## config.mk

```make
export PLATFORM = sky130hd
export DESIGN_NAME = sequence_controller
export DESIGN_NICKNAME = d
export VERILOG_FILES = /design/src/rtl/sequence_controller.sv
export SDC_FILE = /design/constraint.sdc
export NUM_CORES = 1
export LEC_CHECK = 0
export CORE_AREA = 2 2 39 41
export CTS_BUF_LIST = sky130_fd_sc_hd__clkbuf_8
export DETAILED_ROUTE_END_ITERATION = 8
export DIE_AREA = 0 0 41 43
export PLACE_DENSITY_LB_ADDON = 0.12
export RECOVER_POWER = 25
export SLEW_MARGIN = 20
export SYNTH_ARGS = -nofsm -noshare
export SYNTH_HDL_FRONTEND = slang
export SYNTH_SLANG_ARGS = --single-unit
```

## constraint.sdc

```tcl
create_clock -name clk -period 2.1 [get_ports clk]
set_input_delay 0.21 -clock clk [delete_from_list [all_inputs] [get_ports clk]]
set_output_delay 0.21 -clock clk [all_outputs]
set_load 0.02 [all_outputs]
```

## src/rtl/sequence_controller.sv

```systemverilog
// ============================================================================
// sequence_controller
// ----------------------------------------------------------------------------
// Eight-phase instruction sequencer for the RISC CPU core. Every instruction
// walks through INST_ADDR .. STORE (one phase per clock). The control strobes
// are Moore decodes of the phase, the latched opcode and the ALU zero flag.
// This block is the only source of the address mux select.
//
// Parameters:
//   HALT_STICKY   1: HLT parks the sequencer in HALTED until rst.
//                 0: halt pulses during phase 4 and sequencing continues.
//
// Optional feature (macro SEQ_SINGLE_STEP_EN):
//   Adds input step and output waiting. STORE -> INST_ADDR only on a cycle
//   with step=1; otherwise the sequencer holds in phase 7 with waiting=1.
//
// Ports:
//   clk      in   system clock, rising edge
//   rst      in   synchronous active-high reset
//   opcode   in   [2:0] opcode from IR (HLT=0 SKZ=1 ADD=2 AND=3 XOR=4
//                 LDA=5 STO=6 JMP=7)
//   zero     in   accumulator-is-zero flag
//   step     in   single-step advance (SEQ_SINGLE_STEP_EN only)
//   sel      out  address mux select (1: PC, 0: IR operand)
//   rd       out  memory read enable
//   wr       out  memory write enable
//   ld_ir    out  instruction register load
//   ld_ac    out  accumulator load
//   inc_pc   out  program counter increment
//   ld_pc    out  program counter load (jump)
//   data_e   out  accumulator-to-data-bus tristate enable
//   halt     out  processor halted indication
//   phase    out  [2:0] current phase (debug/trace)
//   waiting  out  held in phase 7 awaiting step (SEQ_SINGLE_STEP_EN only)
// ============================================================================
module sequence_controller #(
    parameter bit HALT_STICKY = 1'b1
) (
    input  logic       clk,
    input  logic       rst,
    input  logic [2:0] opcode,
    input  logic       zero,
`ifdef SEQ_SINGLE_STEP_EN
    input  logic       step,
    output logic       waiting,
`endif
    output logic       sel,
    output logic       rd,
    output logic       wr,
    output logic       ld_ir,
    output logic       ld_ac,
    output logic       inc_pc,
    output logic       ld_pc,
    output logic       data_e,
    output logic       halt,
    output logic [2:0] phase
);

    localparam int unsigned STATE_W = 4;

    // Phases 0-7 map directly onto their encodings; HALTED sits outside them.
    localparam logic [STATE_W-1:0] INST_ADDR  = 4'd0;
    localparam logic [STATE_W-1:0] INST_FETCH = 4'd1;
    localparam logic [STATE_W-1:0] INST_LOAD  = 4'd2;
    localparam logic [STATE_W-1:0] IDLE       = 4'd3;
    localparam logic [STATE_W-1:0] OP_ADDR    = 4'd4;
    localparam logic [STATE_W-1:0] OP_FETCH   = 4'd5;
    localparam logic [STATE_W-1:0] ALU_OP     = 4'd6;
    localparam logic [STATE_W-1:0] STORE      = 4'd7;
    localparam logic [STATE_W-1:0] HALTED     = 4'd8;

    localparam logic [2:0] OP_HLT = 3'd0;
    localparam logic [2:0] OP_SKZ = 3'd1;
    localparam logic [2:0] OP_ADD = 3'd2;
    localparam logic [2:0] OP_AND = 3'd3;
    localparam logic [2:0] OP_XOR = 3'd4;
    localparam logic [2:0] OP_LDA = 3'd5;
    localparam logic [2:0] OP_STO = 3'd6;
    localparam logic [2:0] OP_JMP = 3'd7;

    logic [STATE_W-1:0] state;
    logic [STATE_W-1:0] state_next;
    logic               aluop;
    logic               hold_q;     // already spent at least one cycle in STORE
    logic               hold_next;

    assign aluop = (opcode == OP_ADD) || (opcode == OP_AND) ||
                   (opcode == OP_XOR) || (opcode == OP_LDA);

    // State register.
    always_ff @(posedge clk) begin
        if (rst) begin
            state  <= INST_ADDR;
            hold_q <= 1'b0;
        end else begin
            state  <= state_next;
            hold_q <= hold_next;
        end
    end

    // Next-state logic.
    always_comb begin
        state_next = INST_ADDR;
        hold_next  = 1'b0;
        case (state)
            INST_ADDR:  state_next = INST_FETCH;
            INST_FETCH: state_next = INST_LOAD;
            INST_LOAD:  state_next = IDLE;
            IDLE:       state_next = OP_ADDR;
            OP_ADDR: begin
                if (HALT_STICKY && (opcode == OP_HLT)) begin
                    state_next = HALTED;
                end else begin
                    state_next = OP_FETCH;
                end
            end
            OP_FETCH:   state_next = ALU_OP;
            ALU_OP:     state_next = STORE;
            STORE: begin
`ifdef SEQ_SINGLE_STEP_EN
                if (step) begin
                    state_next = INST_ADDR;
                end else begin
                    state_next = STORE;
                    hold_next  = 1'b1;
                end
`else
                state_next = INST_ADDR;
`endif
            end
            HALTED: begin
                // Only reachable when sticky; falls back to fetch otherwise.
                state_next = HALT_STICKY ? HALTED : INST_ADDR;
            end
            default:    state_next = INST_ADDR;
        endcase
    end

    // Moore output decode; illegal encodings drive everything low.
    always_comb begin
        sel    = 1'b0;
        rd     = 1'b0;
        wr     = 1'b0;
        ld_ir  = 1'b0;
        ld_ac  = 1'b0;
        inc_pc = 1'b0;
        ld_pc  = 1'b0;
        data_e = 1'b0;
        halt   = 1'b0;
        phase  = 3'd0;
`ifdef SEQ_SINGLE_STEP_EN
        waiting = 1'b0;
`endif
        case (state)
            INST_ADDR: begin
                phase = 3'd0;
                sel   = 1'b1;
            end
            INST_FETCH: begin
                phase = 3'd1;
                sel   = 1'b1;
                rd    = 1'b1;
            end
            INST_LOAD, IDLE: begin
                phase = 3'(state);
                sel   = 1'b1;
                rd    = 1'b1;
                ld_ir = 1'b1;
            end
            OP_ADDR: begin
                phase  = 3'd4;
                inc_pc = 1'b1;
                halt   = (opcode == OP_HLT);
            end
            OP_FETCH: begin
                phase = 3'd5;
                rd    = aluop;
            end
            ALU_OP: begin
                phase  = 3'd6;
                rd     = aluop;
                inc_pc = (opcode == OP_SKZ) && zero;
                ld_pc  = (opcode == OP_JMP);
                data_e = (opcode == OP_STO);
            end
            STORE: begin
                phase = 3'd7;
                if (hold_q) begin
                    // Stalled waiting for step: only the waiting flag is live.
`ifdef SEQ_SINGLE_STEP_EN
                    waiting = 1'b1;
`endif
                end else begin
                    rd     = aluop;
                    ld_ac  = aluop;
                    ld_pc  = (opcode == OP_JMP);
                    wr     = (opcode == OP_STO);
                    data_e = (opcode == OP_STO);
                end
            end
            HALTED: begin
                phase = 3'd4;
                halt  = 1'b1;
            end
            default: begin
                phase = 3'd0;
            end
        endcase
    end

endmodule

```

# ---- Word-level counts from Yosys, hierarchy flattened
# Index checks and enable logic that the tools add are counted.
dict set report totals {
  output_inout_bits 12
  elab_cells 40
  regBits 4
  in_bits 6
}
dict set report classes {
  eq_ne 15
  muxes 12
  n_reduce_logical 12
}
# cell count
set op_table {}
lappend op_table {{one-hot mux 4 bit (8 select lines)} 1}
lappend op_table {{one-hot mux 3 bit (6 select lines)} 1}
lappend op_table {{== test 4 x 3 -> 1 bit, second input constant} 4}
lappend op_table {{== test 3 bit, second input constant} 4}
lappend op_table {{== test 4 x 2 -> 1 bit, second input constant} 2}
lappend op_table {{== test 3 x 2 -> 1 bit, second input constant} 2}
lappend op_table {{2-to-1 mux 1 bit} 6}
lappend op_table {{one-hot mux 1 bit (2 select lines)} 3}
lappend op_table {{OR reduction 2 bit} 3}
lappend op_table {{OR reduction 3 bit} 2}
lappend op_table {{== test 4 x 1 -> 1 bit, second input constant} 1}
lappend op_table {{== test 4 bit, second input constant} 1}
lappend op_table {{logical NOT 4 bit} 1}
lappend op_table {{2-to-1 mux 4 bit} 1}
lappend op_table {{OR reduction 4 bit} 1}
lappend op_table {{== test 3 x 1 -> 1 bit, second input constant} 1}
lappend op_table {{logical NOT 3 bit} 1}
lappend op_table {{logical OR 1 bit} 3}
lappend op_table {{logical AND 1 bit} 1}

# ---- Longest topological paths before layout
dict set report depth {
  ltp_word 5
  ltp_mapped 4
}

# ---- Least setup slack after synthesis
# Ideal clock, no wire load.
dict set report synth_path {
  path_type {register -> output}
  start {reg state[1]}
  end {out wr}
  stages_incl_launch_ff 5
  t_arrival_ps 1191
  setup_slack_ps 699
  path_buffers 1
  required_time_ps 1890
  path_cell_list {dfxtp_1 buf_6 and3b_1 and4b_1 and2_1}
}
dict set report synth_via {
  elab_chain_cells 2
}
# element line_no
set synth_lines {}
lappend synth_lines {{start, declared} 81} ;# logic [STATE_W-1:0] state;
lappend synth_lines {{start signal, assigned} 96} ;# state <= state_next;
lappend synth_lines {{== test 4 x 3 -> 1 bit} 154} ;# case (state)
lappend synth_lines {{2-to-1 mux 1 bit} 154}
lappend synth_lines {{end, declared} 49} ;# output logic wr,
# Every way passes these cells.

# ---- Worst setup path after layout
dict set report layout_path {
  start {in opcode[2]}
  end {out data_e}
}
dict set report layout_via {
  elab_chain_cells 2
}
# element line_no
set layout_lines {}
lappend layout_lines {{start, declared} 41} ;# input logic [2:0] opcode,
lappend layout_lines {{== test 3 bit} {184, 198}}
lappend layout_lines {{2-to-1 mux 1 bit} -}
lappend layout_lines {{end, declared} 54} ;# output logic data_e,
# Every way passes these cells.

==> run_results.csv <==
group,metric,value,unit
sta,final.setup.tns,0,ns
synthesis,avgSynthCellArea,8.33,sq um
final_layout,post-route-util,0.437,
sta,setup_ws,0.162,ns
critical_path,start_kind,"input port",
final_layout,area.growth.synth_to_final,76.9,%
synthesis,ys_seq_area_frac,0.234,
critical_path,cp-end-kind,"output port",
drt,drc,0,
synthesis,synth_top_family_by_area,"simple AND/OR/NAND/NOR gates",
sta,slew_viol_final,0,
final_layout,multi_input_area,221,sq um
floorplan,die_h,43,um
synthesis,synthesis.nets,47,
critical_path,critPathArrivalTime,1.73,ns
grt,grt_max_degree,9,
worst_hold_path,hp-class,"reg -> reg",
clocking,clkSinkCount,4,
place,dp.cells,78,
clocking,cts_buffer_depth,2,
final_layout,top_register,"state",
synthesis,yosys_warnings,0,
place,gp_congestion,0.662,
final_layout,reg_top3,"state: 4 flops",
synthesis,synth_xor_area_frac,0.0513,
grt,grt_remaining_overflow,0,
drt,num_vias,359,
grt,antenna_found_initial,0,
final_layout,stdcell_area,604,sq um
grt,grt_pass1_vias,362,
sta,setup_viol,0,
clocking,numCtsBuffers,3,
synthesis,ys_ff_latch,4,
synthesis,synth_top_area_frac,0.234,
sta,rsz0062_at_grt,"false",
sta,fmax,516,MHz
synthesis,synth_compound_area_frac,0.136,
drt,ant_nets,0,
drt,dr.first_iter.drc_count,2,
floorplan,fp.dieArea,1760,sq um
synthesis,synth_simple_gate_area_frac,0.432,
final_layout,largest_register_ffs,4,
synthesis,synth_mux_area_frac,0.0293,
sta,finalClockSkew,0.000165,ns
final_layout,nNetsFinal,73,
final_layout,seqCellArea,81.3,sq um
place,dpl_cell_area,559,sq um
sta,fin_crit_sh,0.923,
place,port_buffers,17,
sta,max_slew_margin,0.787,
final_layout,fillerInstances,153,
clocking,htree_levels,1,
synthesis,synth_edf_count,0,
synthesis,mappedNetlistArea,342,sq um
critical_path,crit_fanout,4,
place,pre_cts_ws,-0.0285,ns
power_and_ir_drop,p_leak,0.268,nW
drt,wl,893,um
final_layout,layout.cells.non_filler,81,
critical_path,cp_data_required_time,1.89,ns
synthesis,synth_most_common_cell,"nor2_1",
floorplan,design.core.area,1380,sq um
grt,grt_pass1_wl,1600,um
power_and_ir_drop,power_density,569,nW/um^2
floorplan,initial_core_util,0.247,
floorplan,die_x,41,um
floorplan,pin_count,18,
synthesis,ys_top_cells_by_area,"dfxtp_1 23%, nor4b_4 7.0%, buf_6 6.6%",
drt,vias_per_cell,4.43,
drt,dr.pass1.iters,4,
final_layout,drive_gt1_frac,0.231,
synthesis,ys_top_cells_by_count,"6 x nor2_1, 4 x dfxtp_1, 3 x nand3_1",
floorplan,rows,14,
clocking,cts_tree,"yes",
clocking,clkSlewWorstSetupHoldPaths,0.03,ns
place,hpwl,680,um
power_and_ir_drop,ir_drop,0.203,mV
sta,hold_viol,0,
synthesis,synth_cells,41,
status,status,"complete, no violations",
grt,grt_use_total,0.135,
critical_path,crit_type,"in -> out",
synthesis,synth_cell_types,24,
synthesis,synth_flop_cell,"dfxtp_1",
synthesis,synthArstFlopShare,0,
clocking,clock_latency,0.22,ns
sta,period_needed,1.94,ns
synthesis,yosysTopAreaCell,"dfxtp_1",
job,max-cap-violations,0,
sta,worstMarginPinSlew,0.316,ns
synthesis,synth_fa_ha_area_frac,0,
clocking,cts-root-buf,"clkbuf_8",
drt,wl_per_cell,11.0,um
final_layout,n_antenna_cell,0,
## final timing paths
kind,slack (ns),end,from,depth (start not counted)
hold reg to reg,0.57,state[3],state[0],1
hold / removal,0.57,state[3],state[0],1
setup reg to reg,0.93,state[2],state[0],3
setup / recovery,0.16,data_e,opcode[2],4
## report_power, final
part | internal (mW) | switching, mW
Sequential | 0.0814 | 0.00560
Clock | 0.122 | 0.0421
Combinational | 0.0465 | 0.0457
Total | 0.250 | 0.0933
## worst max-delay path, cell delays in order
cell             delay [ns]
clkdlybuf4s50_1        0.56
buf_4                  0.15
and4b_1                0.20
clkdlybuf4s50_1        0.61
## through the flow
step                      total power, mW  hold slack, ns
after floorplan                     0.137           0.283
after global placement              0.183           0.567
after detailed placement            0.183           0.563
after CTS                           0.347           0.571
after global routing                0.362           0.600
final                               0.344           0.569
## final cells by class
cell class,count,area share
clock buffer,3,0.0683
multi-input combinational,31,0.366
tap,16,0.0331
inverter,2,0.0124
sequential,4,0.135
timing repair buffer,25,0.385
## metal layers
layer	track usage	up-vias	share of wire	routed length, um
li1	-	195	-	-
met1	0.200	152	0.47	424
met5	0	-	0	0
met3	0.0209	0	0.047	42
met4	0.100	0	0	0
met2	0.166	12	0.48	425
## cell families after synthesis
kind of cell	Yosys count
simple gates	22
compound gates	6
buf+inv	6
flops	4
xor+xnor	2
mux	1
## cells in the final DEF (no fill, tap or decap), drive strengths merged, types with 2 or more instances in the layout
master,netlist,final
inv,2,2
dlymetal6s2s,0,2
buf,4,8
clkbuf,0,3
clkdlybuf4s50,0,13
nor2,6,6
nand3,3,3
a211oi,2,2
dlygate4sd2,0,2
nand2,2,2
nor3,3,3
xnor2,2,2
dfxtp,4,4
## repair_timing
action                                  CTS  global route
buffers inserted                          0             0
endpoints found under the setup margin    2             2
resized for setup                         2             3
hold endpoints to repair                  0             0
hold buffers                              0             0
No activity file was read; power rests on OpenSTA's default activity.
